### src/rtl/cube_pkg.sv
// Shared definitions for the cube / cube_root pair: default widths, FSM state
// encoding and the busy-cycle count helper.
package cube_pkg;

    localparam int CUBE_Y_W = 8;
    localparam int CUBE_X_W = 24;

    typedef enum logic [2:0] {
        IDLE     = 3'd0,
        PREP     = 3'd1,
        MUL_WAIT = 3'd2,
        UPDATE   = 3'd3,
        DONE     = 3'd4
    } cube_state_e;

    // One result bit costs PREP + multiply + UPDATE cycles.
    function automatic int cube_iters(input int y_width);
        return y_width * (y_width + 2);
    endfunction

endpackage

### src/rtl/cube_root_if.sv
// Start/busy handshake bundle for cube_root.
// With CUBE_ROOT_REM_EN defined it also carries the remainder and exact flag.
interface cube_root_if #(
    parameter int Y_WIDTH = 8,
    parameter int X_WIDTH = 24
);
    logic               start_i;
    logic [X_WIDTH-1:0] x_bi;
    logic               busy_o;
    logic [Y_WIDTH-1:0] y_bo;
`ifdef CUBE_ROOT_REM_EN
    logic [X_WIDTH-1:0] rem_bo;
    logic               exact_o;

    modport master (output start_i, output x_bi,
                    input busy_o, input y_bo, input rem_bo, input exact_o);
    modport slave  (input start_i, input x_bi,
                    output busy_o, output y_bo, output rem_bo, output exact_o);
`else
    modport master (output start_i, output x_bi, input busy_o, input y_bo);
    modport slave  (input start_i, input x_bi, output busy_o, output y_bo);
`endif
endinterface

### src/rtl/mult_seq.sv
// Unsigned shift-add multiplier, A_W x (A_W+1) bits. The first partial product
// is taken on the start edge, so the product is valid A_W cycles after start.
module mult_seq #(
    parameter int A_W = 8
) (
    input  logic           clk_i,
    input  logic           rst_i,
    input  logic           start_i,
    input  logic [A_W-1:0] a_i,
    input  logic [A_W:0]   b_i,
    output logic           busy_o,
    output logic [2*A_W:0] p_o
);
    localparam int PW = 2 * A_W + 1;
    localparam int CW = $clog2(A_W + 1);

    logic [A_W-1:0] a_q, a_d;
    logic [PW-1:0]  b_q, b_d;
    logic [PW-1:0]  acc_q, acc_d;
    logic [CW-1:0]  cnt_q, cnt_d;

    always_comb begin
        a_d   = a_q;
        b_d   = b_q;
        acc_d = acc_q;
        cnt_d = cnt_q;
        if (start_i && (cnt_q == '0)) begin
            a_d   = a_i >> 1;
            b_d   = PW'(b_i) << 1;
            acc_d = a_i[0] ? PW'(b_i) : '0;
            cnt_d = CW'(A_W - 1);
        end else if (cnt_q != '0) begin
            if (a_q[0]) begin
                acc_d = acc_q + b_q;
            end
            a_d   = a_q >> 1;
            b_d   = b_q << 1;
            cnt_d = cnt_q - CW'(1);
        end
    end

    always_ff @(posedge clk_i or posedge rst_i) begin
        if (rst_i) begin
            a_q   <= '0;
            b_q   <= '0;
            acc_q <= '0;
            cnt_q <= '0;
        end else begin
            a_q   <= a_d;
            b_q   <= b_d;
            acc_q <= acc_d;
            cnt_q <= cnt_d;
        end
    end

    assign busy_o = (cnt_q != '0);
    assign p_o    = acc_q;

endmodule

### src/rtl/cube_root.sv
// Multi-cycle floor(cbrt(x)) using a restoring digit-by-digit recurrence.
// Define CUBE_ROOT_REM_EN to add rem_bo (x - y^3) and exact_o outputs.
module cube_root
    import cube_pkg::*;
#(
    parameter int Y_WIDTH = CUBE_Y_W,
    parameter int X_WIDTH = CUBE_X_W
) (
    input  logic        clk_i,
    input  logic        rst_i,
    cube_root_if.slave  bus
);
    localparam int SW = $clog2(X_WIDTH);
    localparam int BW = X_WIDTH + 16;
    localparam int PW = 2 * Y_WIDTH + 1;

    if (X_WIDTH != 3 * Y_WIDTH) begin : g_width_chk
        $error("cube_root: X_WIDTH must equal 3*Y_WIDTH");
    end

    cube_state_e        state_q, state_d;
    logic [X_WIDTH-1:0] x_q, x_d;
    logic [Y_WIDTH-1:0] y_q, y_d;
    logic [SW-1:0]      s_q, s_d;
    logic [Y_WIDTH-1:0] y_out_q, y_out_d;
`ifdef CUBE_ROOT_REM_EN
    logic [X_WIDTH-1:0] rem_q, rem_d;
    logic               exact_q, exact_d;
`endif

    logic [Y_WIDTH-1:0] mul_a;
    logic [Y_WIDTH:0]   mul_b;
    logic [PW-1:0]      mul_p;
    logic               mul_busy;
    logic               mul_start;
    logic [BW-1:0]      trial;
    logic               fits;

    // Operands are the doubled partial root, i.e. the value y_q takes this edge.
    assign mul_a     = {y_q[Y_WIDTH-2:0], 1'b0};
    assign mul_b     = {1'b0, mul_a} + (Y_WIDTH + 1)'(1);
    assign mul_start = (state_q == PREP);

    mult_seq #(.A_W(Y_WIDTH)) u_mult (
        .clk_i   (clk_i),
        .rst_i   (rst_i),
        .start_i (mul_start),
        .a_i     (mul_a),
        .b_i     (mul_b),
        .busy_o  (mul_busy),
        .p_o     (mul_p)
    );

    // (y+1)^3 - y^3 = 3y(y+1) + 1, aligned to the current digit position.
    assign trial = ((BW'(mul_p) * BW'(3)) + BW'(1)) << s_q;
    assign fits  = (BW'(x_q) >= trial);

    always_ff @(posedge clk_i or posedge rst_i) begin
        if (rst_i) begin
            state_q <= IDLE;
        end else begin
            state_q <= state_d;
        end
    end

    always_comb begin
        state_d = state_q;
        case (state_q)
            IDLE:     if (bus.start_i) state_d = PREP;
            PREP:     state_d = MUL_WAIT;
            MUL_WAIT: if (!mul_busy) state_d = UPDATE;
            UPDATE:   state_d = (s_q == '0) ? DONE : PREP;
            DONE:     state_d = IDLE;
            default:  state_d = IDLE;
        endcase
    end

    always_comb begin
        bus.busy_o = (state_q == PREP) || (state_q == MUL_WAIT) || (state_q == UPDATE);
        bus.y_bo   = y_out_q;
`ifdef CUBE_ROOT_REM_EN
        bus.rem_bo  = rem_q;
        bus.exact_o = exact_q;
`endif
    end

    always_comb begin
        x_d     = x_q;
        y_d     = y_q;
        s_d     = s_q;
        y_out_d = y_out_q;
`ifdef CUBE_ROOT_REM_EN
        rem_d   = rem_q;
        exact_d = exact_q;
`endif
        case (state_q)
            IDLE: begin
                if (bus.start_i) begin
                    x_d = bus.x_bi;
                    y_d = '0;
                    s_d = SW'(3 * (Y_WIDTH - 1));
                end
            end
            PREP: begin
                y_d = mul_a;
            end
            UPDATE: begin
                if (fits) begin
                    x_d = x_q - trial[X_WIDTH-1:0];
                    y_d = y_q + Y_WIDTH'(1);
                end
                // Result registers only move on the final digit, never mid-run.
                if (s_q == '0) begin
                    y_out_d = y_d;
`ifdef CUBE_ROOT_REM_EN
                    rem_d   = x_d;
                    exact_d = (x_d == '0);
`endif
                end else begin
                    s_d = s_q - SW'(3);
                end
            end
            default: ;
        endcase
    end

    always_ff @(posedge clk_i or posedge rst_i) begin
        if (rst_i) begin
            x_q     <= '0;
            y_q     <= '0;
            s_q     <= '0;
            y_out_q <= '0;
`ifdef CUBE_ROOT_REM_EN
            rem_q   <= '0;
            exact_q <= 1'b0;
`endif
        end else begin
            x_q     <= x_d;
            y_q     <= y_d;
            s_q     <= s_d;
            y_out_q <= y_out_d;
`ifdef CUBE_ROOT_REM_EN
            rem_q   <= rem_d;
            exact_q <= exact_d;
`endif
        end
    end

endmodule

### src/flat_wrapper.sv
// flat-port wrapper written by rule: the top's interface ports become plain ports
module cube_root_flat import cube_pkg::*;
#(
    parameter int Y_WIDTH = CUBE_Y_W,
    parameter int X_WIDTH = CUBE_X_W
)
  (clk_i, rst_i, bus_start_i, bus_x_bi, bus_busy_o, bus_y_bo);
  cube_root_if #(.Y_WIDTH(Y_WIDTH), .X_WIDTH(X_WIDTH)) bus_i ();
  input  logic clk_i;
  input  logic rst_i;
  input wire logic [$bits(bus_i.start_i)-1:0] bus_start_i;
  input wire logic [$bits(bus_i.x_bi)-1:0] bus_x_bi;
  output wire logic [$bits(bus_i.busy_o)-1:0] bus_busy_o;
  output wire logic [$bits(bus_i.y_bo)-1:0] bus_y_bo;
  assign bus_i.start_i = bus_start_i;
  assign bus_i.x_bi = bus_x_bi;
  assign bus_busy_o = bus_i.busy_o;
  assign bus_y_bo = bus_i.y_bo;
  cube_root #(.Y_WIDTH(Y_WIDTH), .X_WIDTH(X_WIDTH)) u_core (.clk_i(clk_i), .rst_i(rst_i), .bus(bus_i));
endmodule
### config.mk
export PLATFORM = sky130hd
export DESIGN_NAME = cube_root_flat
export DESIGN_NICKNAME = d
export VERILOG_FILES = /design/src/rtl/cube_pkg.sv /design/src/rtl/cube_root_if.sv /design/src/rtl/mult_seq.sv /design/src/rtl/cube_root.sv /design/src/flat_wrapper.sv
export SDC_FILE = /design/constraint.sdc
export NUM_CORES = 1
export LEC_CHECK = 0
export ABC_AREA = 0
export CAP_MARGIN = 20
export CORE_ASPECT_RATIO = 1.2
export CORE_MARGIN = 8
export CORE_UTILIZATION = 35
export CTS_BUF_LIST = sky130_fd_sc_hd__clkbuf_8
export DETAILED_ROUTE_END_ITERATION = 16
export HOLD_SLACK_MARGIN = 0.06
export PLACE_DENSITY_LB_ADDON = 0.25
export SETUP_SLACK_MARGIN = 0.3
export SLEW_MARGIN = 20
export SYNTH_ARGS = -nofsm -noshare
export SYNTH_HDL_FRONTEND = slang
export SYNTH_SLANG_ARGS = --single-unit
export TNS_END_PERCENT = 20
### constraint.sdc
create_clock -name clk_i -period 12.6 [get_ports clk_i]
set_clock_uncertainty 0.05 [all_clocks]
set_input_delay 2.52 -clock clk_i [delete_from_list [all_inputs] [get_ports clk_i]]
set_output_delay 2.52 -clock clk_i [all_outputs]
set_load 0.02 [all_outputs]
==> results.txt, run 1 <==
* Area of the mapped netlist: 8840 um^2
- Setup repair after global routing left no endpoint under its margin.
* Number of register bits inferred by synthesis: 91
- Buffers inserted during clock tree synthesis total 9.
- Wire length of the first global-routing pass: 42.2 mm
- Launch point of the worst hold path: u_core.bus.y_bo[3]$_DFFE_PP0P_
- Final worst-path setup slack: 5.67 ns
* Critical path peak fanout: 24
- Sequential area share after synthesis: 25.8%
* Synthesis warning total: 0
- Hold violation count in the final report: 0
- Final worst hold slack: 0.437 ns
- For this design the top-level I/O count stands at 36.
- Max-cap violations: 0
- Area share of the largest cell type after synthesis: 25.8%
* Share of the synthesized netlist area taken by xor and xnor gates: 4.16%
- Main combinational cell family by area after synthesis: compound AO/OA/AOI/OAI gates
- Counting flops with a built-in enable in the synthesized netlist gives 0.
- Wires add up to 25.2 mm.
- For this design the static power due to leakage is 4.14 nW.
- For this block, the via count after detailed routing is 8228.
- Static timing analysis puts the maximum clock frequency at 144 MHz.
* Number of DRC violations after detailed routing: 0
- After legalization and detailed placement, the total HPWL measured 19.4 mm.
- The clock reaches the later pin of the worst-skew pair after 0.39 ns.
- The tree is rooted in a sky130_fd_sc_hd__clkbuf_8.
- For this run, the detailed router's first-pass iteration total came to 5.
- Multiplexer cells account for 4.32% of the synthesized area.
- Yosys instantiated no cell more often than sky130_fd_sc_hd__nand2_1.
- At the end of routability-driven placement, the weighted congestion stood at 0.916.
- Complex-gate fraction of the synthesized area: 30.6%
* Setup TNS Final: 0 ns
* Worst-margin pin slew: 0.924 ns
* Commonest cells post-synth: sky130_fd_sc_hd__nand2_1, sky130_fd_sc_hd__nor2_1, sky130_fd_sc_hd__dfrtp_1
* Post-place setup slack: 5.76 ns
* Fin nets: 1191
- The clock drives 91 sinks.
* Number of antenna repair diodes: 0
- Max_slew headroom: 38.2%
* Maximum resistive drop on vdd: 0.0692 mV
- Synth top area cells: sky130_fd_sc_hd__dfrtp_1, sky130_fd_sc_hd__ha_1, sky130_fd_sc_hd__nand2_1
* PostCTS Resize Cnt: 0
- Pwr dens: 222 nW/um^2
- Final core utilization: 39.0%
- Filler-free cell count of the finished design: 1431
- The flow ran to the end, and the final reports show no timing, DRC or antenna violations.
* Die width: 161 um
- Wirelength per Cell: 17.6 um
* Cells after DPL: 1415
- Sort of element at the end of the critical path: register
- The H-tree was split into 3 levels.
- # port buffers: 35
- Worst reg2reg setup slack: 5.67 ns
- Maximum number of pins on one net before global-route repair: 54
* Reg clk slew, reported paths: 0.11 ns
- The worst setup path is of the reg2reg kind.
- The die covers 30600 um^2.
* Initial antenna violation count: 0
* Number of post-CTS setup repair buffers: 0
* Mean post-synth cell area: 7.98 um^2
- In the final layout, the share of cells above drive strength 1 is 7.32%.
- The final count of pins violating max slew was 0.
* GRT Util Overall: 16.6%
* Antenna viol nets, final: 0
- Signed area change from the synthesized netlist to the final layout: 9.13%
* Worst path cell trace: ha_1, nand4_1, nor4_1, nor4_2, and4_1, nor3_1, a221oi_1, nor2_1, nor2_1, a211oi_1, a31oi_1, ha_1, a21o_1, a21o_1, a21oi_1, a31o_2, o31ai_1, nand3_1, or4_1, a21oi_4, nor2_4, mux2_1
- For this design, the CTS-stage hold fixing added 0 buffers.
* Number of global-route vias before repair: 8119
* Placement Rows: 63
- Core Box Area: 24800 um^2
- The slowest stage of the critical path belongs to the cell sky130_fd_sc_hd__a21oi_4.
- The startpoint identified for the worst register-to-register timing path is u_core.u_mult.p_o[11]$_DFFE_PP0P_.
* Crit-path max cell delay: 0.70 ns
- Synth Area in Simple Gates: 21.0%
- The synthesized netlist devotes 9.17% of its cell area to adder and majority cells.
- TritonCTS built the clock tree.
- Instance count of the mapped netlist: 1108
- Most instantiated flip-flop cell in the synthesis netlist: sky130_fd_sc_hd__dfrtp_1
- Clock period minus worst slack: 6.93 ns
* Start point of the critical path: u_core.u_mult.p_o[11]$_DFFE_PP0P_
- For this block, the initial DRC count from the detailed router was 706.
- The clock passes through at most 2 buffers.
- Post-route fraction of the period consumed by the critical path: 55.0%
- Startpoint Class: register
- At the worst endpoint, the required time is 12.83 ns.
* Starting Density: 35.7%
- Final Setup Violations: 0
- Via density per instance: 5.75
- The synthesized design spends more area on one cell type than any other, namely sky130_fd_sc_hd__dfrtp_1.
- The min-delay analysis places its worst path in the category reg2reg.
* Overflow left after global routing: 0
- In this run the vertical extent of the chip is 190 um.
* Count of different cell masters after synthesis: 92
- Data on the critical path arrives at its endpoint at 7.15 ns.
- Synthesis produced a netlist with a net count of 1198.
* Fraction of synthesis flops using an asynchronous set or reset pin: 100%
==> sequential cells by signal, summed over array words and instances (netlist names) <==
name and count:
u_core.s_q 5, u_core.x_q 24, u_core.y_q 8, u_core.u_mult.p_o 16, u_core.state_q 3, u_core.u_mult.cnt_q 4, u_core.bus.y_bo 8, u_core.u_mult.b_q 16
u_core.u_mult.a_q 7
==> cells by family after synthesis <==
family,Yosys count
AO/OA/AOI/OAI,387
multiplexers,29
XOR/XNOR,42
AND/OR/NAND/NOR,388
other,1
adder cells (fa/ha/maj),63
flip-flops,91
buffers and inverters,107
==> where the power goes <==
| group | switching (W) | leakage [nW] | total (W) | internal (W) |
|---|---|---|---|---|
| Clock | 0.000123 | 0.127 | 0.000259 | 0.000135 |
| Sequential | 0.0000849 | 1.14 | 0.000467 | 0.000382 |
| Combinational | 0.000838 | 2.87 | 0.00142 | 0.000581 |
==> cells in the final DEF (no fill, tap or decap), drive strengths merged, types with 12 or more instances in the layout <==
cell	n
dfrtp	91
a221oi	14
mux2	19
a211oi	12
nor2	94
nand2	131
o21ai	89
nor3	30
a22o	13
xnor2	26
a21o	32
nand2b	24
a31oi	15
xor2	16
nor2b	12
and2	15
o31ai	16
ha	60
clkdlybuf4s50	35
inv	50
a21oi	95
o211ai	12
nand3	20
==> worst paths after layout <==
path                            depth (start not counted)                                 to
worst min-delay path                                    2     u_core.bus.y_bo[3]$_DFFE_PP0P_
min in group asynchronous                               2     u_core.bus.y_bo[4]$_DFFE_PP0P_
worst max-delay path                                   22         u_core.x_q[19]$_DFFE_PP0P_
worst min register to register                          2     u_core.bus.y_bo[3]$_DFFE_PP0P_
max in group asynchronous                               3  u_core.u_mult.b_q[16]$_DFFE_PP0P_
worst max register to register                         22         u_core.x_q[19]$_DFFE_PP0P_
==> through the flow <==
stage | cell area, um^2 | total power (W)
3_3_place_gp | 9390 | 0.00188
2_1_floorplan | 8840 | 0.00155
3_5_place_dp | 9390 | 0.00188
6_report | 9650 | 0.00214
5_1_grt | 9650 | 0.00234
4_1_cts | 9650 | 0.00215
==> metal layers <==
| layer | global-route usage (%) | wire length [um] | up-vias | part of all wire [%] |
|---|---|---|---|---|
| li1 | - | - | 4080 | - |
| met1 | 20.3 | 11100 | 3906 | 44 |
| met2 | 28.7 | 12300 | 187 | 49 |
| met3 | 2.75 | 947 | 55 | 3.8 |
| met4 | 6.74 | 867 | 0 | 3.4 |
| met5 | 0 | 0 | - | 0 |
==> critical path, delay by kind of cell, from the launching register on <==
kind,cells,cell delay (ns)
muxes,1,0.41
and+or+nand+nor,10,2.72
adders and majority gates,2,1.01
DFF,1,0.43
AOI/OAI and AO/OA,9,2.18
==> final cells by class <==
| cell class | instances | area [um^2] |
|---|---|---|
| flip-flops and latches | 91 | 2280 |
| fillers | 2576 | 15100 |
| inverters | 46 | 175 |
| well taps | 325 | 407 |
| clock buffers | 9 | 124 |
| clock inverters | 7 | 128 |
| multi-input cells | 910 | 6130 |
| repair buffers | 43 | 410 |
(Power assumes the default switching activity.)
==> run 2: changes to the inputs <==
==> constraint.sdc (replaced) <==
create_clock -name clk_i -period 7.1 [get_ports clk_i]
set_clock_uncertainty 0.05 [all_clocks]
set_input_delay 1.42 -clock clk_i [delete_from_list [all_inputs] [get_ports clk_i]]
set_output_delay 1.42 -clock clk_i [all_outputs]
set_load 0.02 [all_outputs]
==> results.txt, run 2 (synthesis gave the netlist of run 1 again) <==
- Outcome: complete, no violations
* Number of post-CTS setup repair buffers: 0 (unchanged)
* Cell type of the slowest stage on the worst timing path: sky130_fd_sc_hd__or4_1
- The final core area utilization is 39.1% (+0.12 points).
- Launch point of the worst hold path: u_core.u_mult.a_q[6]$_DFFE_PP0P_
- The final count of pins violating max slew came to 0 (unchanged).
* Endpoint required time on the critical path: 7.32 ns (-5.51 ns)
- End of the worst register-to-register path: u_core.x_q[19]$_DFFE_PP0P_
* Met3 Use GR: 2.18% (-0.56 points)
- Clock tree from TritonCTS: done
* Flip-flop count of the largest register after layout: 24 (unchanged)
- The met1 track utilization from global routing came to 21.1% (+0.76 points).
- Signed area change from the synthesized netlist to the final layout: 9.47%
- Overflow left after global routing: 0 (unchanged)
- The fraction of final layout cells with drive strength greater than 1 was 8.09% (+0.77 points).
- The total number of vias was 8290 (+0.75%).
- The initial antenna violation count was 0 (unchanged).
- The vias per cell is 5.77 (+0.33%).
* Met2 layer usage reported by global route: 28.7% (about the same)
* Die width: 161 um (unchanged)
- The average wire length per cell after detail routing is 17.8 um (+0.82%).
- The library cell used most frequently in the layout, excluding fill and tap cells, is sky130_fd_sc_hd__nand2_1.
- The wire length of the first global-routing pass was 42.5 mm (+0.72%).
* Hold worst-path end: u_core.u_mult.a_q[5]$_DFFE_PP0P_
- The number of buffers created by CTS came to 9 (unchanged).
- Pwr dens: 389 nW/um^2 (+75%)
* Max H-tree Level: 3 (unchanged)
- Setup repair after global routing left no endpoint under its margin.
- Fmax achieved: 159 MHz (+10%)
* Buf/Inv on CP: 1 (+1)
- The final layout net count was 1197 (+0.50%).
* Worst Setup Path Type: reg2reg
- The max-cap check violation count came to 0 (unchanged).
* DPL Wire Length: 19.5 mm (+0.19%)
- The clock-pin slew reported for the worst setup and hold paths after clock tree synthesis came to 0.11 ns (about the same).
* Max_slew headroom: 41.6% (+3.4 points)
- Hold violation count in the final report: 0 (unchanged)
- Number of violations reported at the end of detailed-routing iteration 0: 574 (-19%)
- Maximum resistive drop on vdd: 0.168 mV (+140%)
* Maximum number of pins on one net before global-route repair: 54 (unchanged)
* Area of placed instances: 9440 um^2 (+0.48%)
- Core Box Area: 24800 um^2 (unchanged)
* GRT Util Overall: 16.7% (+0.085 points)
- Worst reg2reg setup slack: 0.81 ns (-4.87 ns)
- Critical path peak fanout: 24 (unchanged)
* Worst R2R Start: u_core.u_mult.p_o[12]$_DFFE_PP0P_
- The area enclosed by the die boundary came to 30600 um^2 (unchanged).
- The overall die height is 190 um (unchanged).
* Largest register by flop count: u_core.x_q
- The sum of routed wire length over all layers came to 25.6 mm (+1.2%).
* Worst path cell trace: ha_1, nand4_1, nor3_1, nand3_1, and4_1, nor3_1, a221oi_1, nor2_1, nor2_1, a211oi_1, a31oi_1, ha_1, a21o_1, a21o_1, a21oi_1, a31o_2, o31ai_1, nand3_1, or4_1, a21oi_4, nor2_4, buf_4, mux2_1
* Sort of element at the end of the critical path: register
- Root buffer cell: sky130_fd_sc_hd__clkbuf_8
* Leakage power summed over all cells: 4.15 nW (+0.32%)
- The kind of cell with the highest combined delay along the critical path is simple AND/OR/NAND/NOR gates.
- Clock latency on the worst-skew pair: 0.38 ns (about the same)
- The number of top-level design ports came to 36 (unchanged).
- Worst-margin pin slew: 0.876 ns (-0.0482 ns)
- Buffer depth of the longest clock path: 2 (unchanged)
- The clock net sink count came to 91 (unchanged).
- Highest-count cells in the layout ignoring fill and taps: sky130_fd_sc_hd__nand2_1, sky130_fd_sc_hd__nor2_1, sky130_fd_sc_hd__dfrtp_1
* Crit-path max cell delay: 0.60 ns (-0.10 ns)
- The quantity of I/O buffers inserted on ports is 35 (unchanged).
- Hold buffer count at CTS: 0 (unchanged)
- The minimum period implied by the final worst setup slack is 6.29 ns (-0.631 ns).
- The share of the clock period used by the worst path came to 88.7% (+34 points).
- The number of nets with antenna violations after routing was 0 (unchanged).
* Starting Density: 35.7% (unchanged)
- Layer carrying the most global-route usage: met2
* Startpoint Class: register
* Number of global-route vias before repair: 8103 (-0.20%)
* Placement Rows: 63 (unchanged)
- The final total negative setup slack came to 0 ns (unchanged).
- The antenna diode count is 0 (unchanged).
- Cell area after layout: 9680 um^2 (+0.31%)
- The total iterations of the first detailed-routing run is 5 (unchanged).
- Number of DRC violations after detailed routing: 0 (unchanged)
* Final Setup Violations: 0 (unchanged)
- Count of cells along the worst register-to-register path: 23 (+4.5%)
* Number of stages on the worst hold path: 2 (unchanged)
- Worst path arrival time: 6.51 ns (-0.64 ns)
- Final weighted congestion in routability-driven placement: 0.897 (-2.1%)
* Hold Path Class: reg2reg
-- run 2: worst max path at each step --
stage	from	endpoint	slack, ns	depth (start not counted)
detailed placement	u_core.u_mult.p_o[1]$_DFFE_PP0P_	u_core.x_q[19]$_DFFE_PP0P_	0.82	23
global route	u_core.u_mult.p_o[12]$_DFFE_PP0P_	u_core.x_q[19]$_DFFE_PP0P_	0.33	23
floorplan	u_core.u_mult.p_o[1]$_DFFE_PP0P_	u_core.x_q[11]$_DFFE_PP0P_	1.58	24
global placement	u_core.u_mult.p_o[10]$_DFFE_PP0P_	u_core.x_q[16]$_DFFE_PP0P_	0.94	23
finish	u_core.u_mult.p_o[12]$_DFFE_PP0P_	u_core.x_q[19]$_DFFE_PP0P_	0.81	23
CTS	u_core.u_mult.p_o[12]$_DFFE_PP0P_	u_core.x_q[19]$_DFFE_PP0P_	0.79	23
-- run 2: final cells by class --
class                   count  area (um^2)
fillers                  2623        15100
multi-input cells         910         6150
flip-flops and latches     91         2280
repair buffers             49          455
well taps                 325          407
inverters                  46          175
clock buffers              10          138
clock inverters             6         72.6
-- run 2: worst register-to-register path, stage by stage (launching register included) --
cell	delay, ns
sky130_fd_sc_hd__dfrtp_1	0.45
sky130_fd_sc_hd__ha_1	0.50
sky130_fd_sc_hd__nand4_1	0.34
sky130_fd_sc_hd__nor3_1	0.35
sky130_fd_sc_hd__nand3_1	0.17
sky130_fd_sc_hd__and4_1	0.25
sky130_fd_sc_hd__nor3_1	0.23
sky130_fd_sc_hd__a221oi_1	0.19
sky130_fd_sc_hd__nor2_1	0.26
sky130_fd_sc_hd__nor2_1	0.08
sky130_fd_sc_hd__a211oi_1	0.29
sky130_fd_sc_hd__a31oi_1	0.08
sky130_fd_sc_hd__ha_1	0.42
sky130_fd_sc_hd__a21o_1	0.16
sky130_fd_sc_hd__a21o_1	0.11
sky130_fd_sc_hd__a21oi_1	0.11
sky130_fd_sc_hd__a31o_2	0.26
sky130_fd_sc_hd__o31ai_1	0.27
sky130_fd_sc_hd__nand3_1	0.10
sky130_fd_sc_hd__or4_1	0.60
sky130_fd_sc_hd__a21oi_4	0.25
sky130_fd_sc_hd__nor2_4	0.04
sky130_fd_sc_hd__buf_4	0.28
sky130_fd_sc_hd__mux2_1	0.37
-- run 2: through the flow --
stage / worst slack, ns / cells / hold WS [ns] / power, W
after floorplan: 1.58 / 1108 / 0.400 / 0.00276
after global placement: 0.939 / 1421 / 0.412 / 0.00333
after detailed placement: 0.816 / 1421 / 0.427 / 0.00336
after CTS: 0.788 / 1437 / 0.451 / 0.00377
after global routing: 0.326 / 1437 / 0.468 / 0.00411
final: 0.806 / 1437 / 0.441 / 0.00376
-- run 2: per-layer routing --
layer	vias to the layer above	part of all wire, %
met5	-	0
met4	0	2.9
met3	38	3.2
met2	173	49
met1	3986	45
li1	4093	-
-- run 2: timing repair --
item | 4_1_cts | 5_1_grt
resized for setup | 0 | 5
endpoints found under the hold margin | 0 | 0
setup endpoints to repair | 0 | 14
-- run 2: where the power goes --
| group | internal [W] | switching, W |
|---|---|---|
| registers | 0.000678 | 0.000161 |
| clock network | 0.000178 | 0.000221 |
| logic | 0.00104 | 0.00148 |
==> run 3: changes to the inputs <==
--- a/config.mk
+++ b/config.mk
@@ -9,12 +9,11 @@
 export CAP_MARGIN = 20
 export CORE_ASPECT_RATIO = 1.2
 export CORE_MARGIN = 8
-export CORE_UTILIZATION = 35
+export CORE_UTILIZATION = 55
 export CTS_BUF_LIST = sky130_fd_sc_hd__clkbuf_8
 export DETAILED_ROUTE_END_ITERATION = 16
 export HOLD_SLACK_MARGIN = 0.06
 export PLACE_DENSITY_LB_ADDON = 0.25
-export SETUP_SLACK_MARGIN = 0.3
 export SLEW_MARGIN = 20
 export SYNTH_ARGS = -nofsm -noshare
 export SYNTH_HDL_FRONTEND = slang
==> results.txt, run 3 (synthesis gave the netlist of run 1 again) <==
* Largest register by flop count: u_core.x_q
* Wirelength per Cell: 18.6 um (+4.4%)
- The via count of the first global-routing pass came to 8100 (-0.037%).
* Worst reg2reg setup slack: 0.70 ns (-0.11 ns)
- Relative to the synthesized area, the layout overhead comes to 7.71%.
- Starting Density: 55.2% (+19 points)
- Initial antenna violation count: 0 (unchanged)
* Maximum resistive drop on vdd: 0.263 mV (+57%)
- Walking the worst path, the cells encountered are inv_1, fa_1, nand2b_1, a2111oi_4, nor4_1, a311o_1, nor4_1, nor3_1, nor3_1, a211oi_1, a31oi_1, ha_1, a21o_1, a21o_1, a21oi_1, a31o_2, o31ai_1, nand3_1, or4_1, a21oi_4, nor2_4, buf_4, mux2_1.
* Root buffer cell: sky130_fd_sc_hd__clkbuf_8
- Startpoint Class: register
- The minimum period implied by the final worst setup slack came to 6.40 ns (+0.107 ns).
- The total global routing overflow is 0 (unchanged).
- TritonCTS built the clock tree.
- Max H-tree Level: 3 (unchanged)
- The number of flip-flops in the largest register was 24 (unchanged).
- The final count of pins violating max slew is 0 (unchanged).
- The tightest min-delay check is of the reg2reg type.
- Final Setup Violations: 0 (unchanged)
- Int Pwr: 0.00192 W (+1.3%)
- DPL Wire Length: 18.7 mm (-3.7%)
- Start point of the critical path: u_core.u_mult.p_o[1]$_DFFE_PP0P_
- The least setup slack across all paths after layout came to 0.699 ns (-0.107 ns).
* Pwr dens: 399 nW/um^2 (+2.6%)
* End of the worst register-to-register path: u_core.x_q[19]$_DFFE_PP0P_
- Gate power share: 67.2% (about the same)
* Via density per instance: 6.42 (+11%)
- The quantity of gates resized following cts is 0 (unchanged).
* Wire length of the first global-routing pass: 40.9 mm (-3.8%)
- The slowest stage of the critical path is the sky130_fd_sc_hd__or4_1 cell.
- Cell area after layout: 9520 um^2 (-1.6%)
* Fill cell instance count of the final layout: 1499 (-43%)
- Max_slew headroom: 42.1% (+0.47 points)
- The share of the clock period used by the worst path was 90.2% (+1.5 points).
* Fraction of final layout cells with drive strength greater than 1: 7.73% (-0.36 points)
* Leading cell type in the layout, fill and taps excluded: sky130_fd_sc_hd__nand2_1
- Core Box Area: 16000 um^2 (-35%)
- Number of DRC violations after detailed routing: 0 (unchanged)
* Leakage power summed over all cells: 4.15 nW (about the same)
- The worst-margin pin slew is 0.869 ns (-0.00700 ns).
- The clock net sink count was 91 (unchanged).
- The worst register-to-register path begins at u_core.u_mult.p_o[1]$_DFFE_PP0P_.
* Setup TNS Final: 0 ns (unchanged)
- The total number of vias is 8494 (+2.5%).
- Capture point of the worst path: u_core.x_q[19]$_DFFE_PP0P_
- Crit-path max cell delay: 0.59 ns (about the same)
- Y dimension of the die: 155 um (-19%)
- The max-cap check violation count was 0 (unchanged).
- Reg clk slew, reported paths: 0.10 ns (about the same)
* Endpoint required time on the critical path: 7.32 ns (about the same)
- Net switching fraction of the power: 49.4% (-0.16 points)
- The post-place instance area was 9300 um^2 (-1.5%).
- Fin nets: 1197 (unchanged)
* Antenna viol nets, final: 0 (unchanged)
- GRT Util Overall: 24.0% (+7.3 points)
- Buffer depth of the longest clock path: 2 (unchanged)
- The die outline width is 132 um (-18%).
- Outcome: complete, no violations
* Hold buffer count at CTS: 0 (unchanged)
- Count of cells along the worst register-to-register path: 23 (unchanged)
- Die Area: 20400 um^2 (-33%)
- The clock latency of the later-clocked register in the worst-skew pair was 0.38 ns (about the same).
* Total Wirelength: 24.6 mm (-3.8%)
- Number of post-CTS setup repair buffers: 0 (unchanged)
- # port buffers: 35 (unchanged)
- Maximum number of pins on one net before global-route repair: 68 (+26%)
- In the layout the commonest cells are sky130_fd_sc_hd__nand2_1, sky130_fd_sc_hd__nor2_1, sky130_fd_sc_hd__dfrtp_1.
- The switching power summed over all nets is 0.00188 W (+0.68%).
- The worst setup path is of the reg2reg kind.
- Critical path peak fanout: 24 (unchanged)
- The final number of hold-violating endpoints is 0 (unchanged).
- Number of antenna repair diodes: 0 (unchanged)
- Final weighted congestion in routability-driven placement: 0.986 (+10%)
* TritonCTS buffer count: 9 (unchanged)
- Post-place setup slack: 0.857 ns (+0.0405 ns)
- The maximum achievable frequency came to 156 MHz (-1.7%).
- Unrepaired setup endpoints after global routing: false
- The number of rows in the core area was 51 (-19%).
- Sort of element at the end of the critical path: register
* Top-level I/O count: 36 (unchanged)
* Number of violations reported at the end of detailed-routing iteration 0: 684 (+19%)
- Share of total power in the clock network: 10.9% (+0.3 points)
- Worst path arrival time: 6.62 ns (+0.11 ns)
- The share of total power in sequential cells came to 21.9% (-0.4 points).
- The total iterations of the first detailed-routing run was 8 (+3).
[run 3: power by group through the flow]
stage,Sequential [W],Clock [W],Combinational (W)
after global routing,0.000855,0.000439,0.00280
after global placement,0.000838,0,0.00245
after CTS,0.000831,0.000422,0.00251
after floorplan,0.000800,0,0.00196
final,0.000833,0.000412,0.00255
after detailed placement,0.000842,0,0.00250
[run 3: cell type report]
| type | instances | area (um^2) | share of cell area, % |
|---|---|---|---|
| well taps | 212 | 265 | 2.79 |
| repair buffers | 49 | 455 | 4.78 |
| inverters | 46 | 175 | 1.84 |
| clock inverters | 7 | 98.8 | 1.04 |
| multi-input cells | 910 | 6130 | 64.3 |
| clock buffers | 9 | 124 | 1.30 |
| flip-flops and latches | 91 | 2280 | 23.9 |
[run 3: worst max-delay path, delay by kind of cell (launching register included)]
family | cells | cell delay (ns)
simple gates | 8 | 2.05
flops | 1 | 0.45
buf+inv | 2 | 0.39
compound gates | 10 | 2.29
fa+ha+maj | 2 | 0.70
mux | 1 | 0.35
[run 3: how the worst min path moves through the flow]
stage	endpoint	startpoint	cells past startpoint
2_1_floorplan	u_core.u_mult.a_q[5]$_DFFE_PP0P_	u_core.u_mult.a_q[6]$_DFFE_PP0P_	2
3_3_place_gp	u_core.u_mult.a_q[3]$_DFFE_PP0P_	u_core.u_mult.a_q[4]$_DFFE_PP0P_	2
3_5_place_dp	u_core.bus.y_bo[4]$_DFFE_PP0P_	u_core.bus.y_bo[4]$_DFFE_PP0P_	2
4_1_cts	u_core.u_mult.a_q[0]$_DFFE_PP0P_	u_core.u_mult.a_q[1]$_DFFE_PP0P_	2
5_1_grt	u_core.u_mult.a_q[4]$_DFFE_PP0P_	u_core.u_mult.a_q[5]$_DFFE_PP0P_	2
6_report	u_core.u_mult.a_q[4]$_DFFE_PP0P_	u_core.u_mult.a_q[5]$_DFFE_PP0P_	2
[run 3: metal layers]
layer  global-route usage [%]  up-vias  routed length [um]
met4                     12.7        0                1140
met2                     42.2      314               12100
met1                     28.3     4011               10100
met3                     3.03       78                1240
li1                         -     4091                   -
met5                        0        -                   0
[run 3: stage by stage]
step                      utilization (%)  std cells  power (W)  hold WS (ns)
after global placement               58.1       1308    0.00329         0.412
final                                59.5       1324    0.00380         0.441
after detailed placement             58.1       1308    0.00334         0.425
after global routing                 59.5       1324    0.00409         0.476
after CTS                            59.5       1324    0.00376         0.440
after floorplan                         -       1108    0.00276         0.400
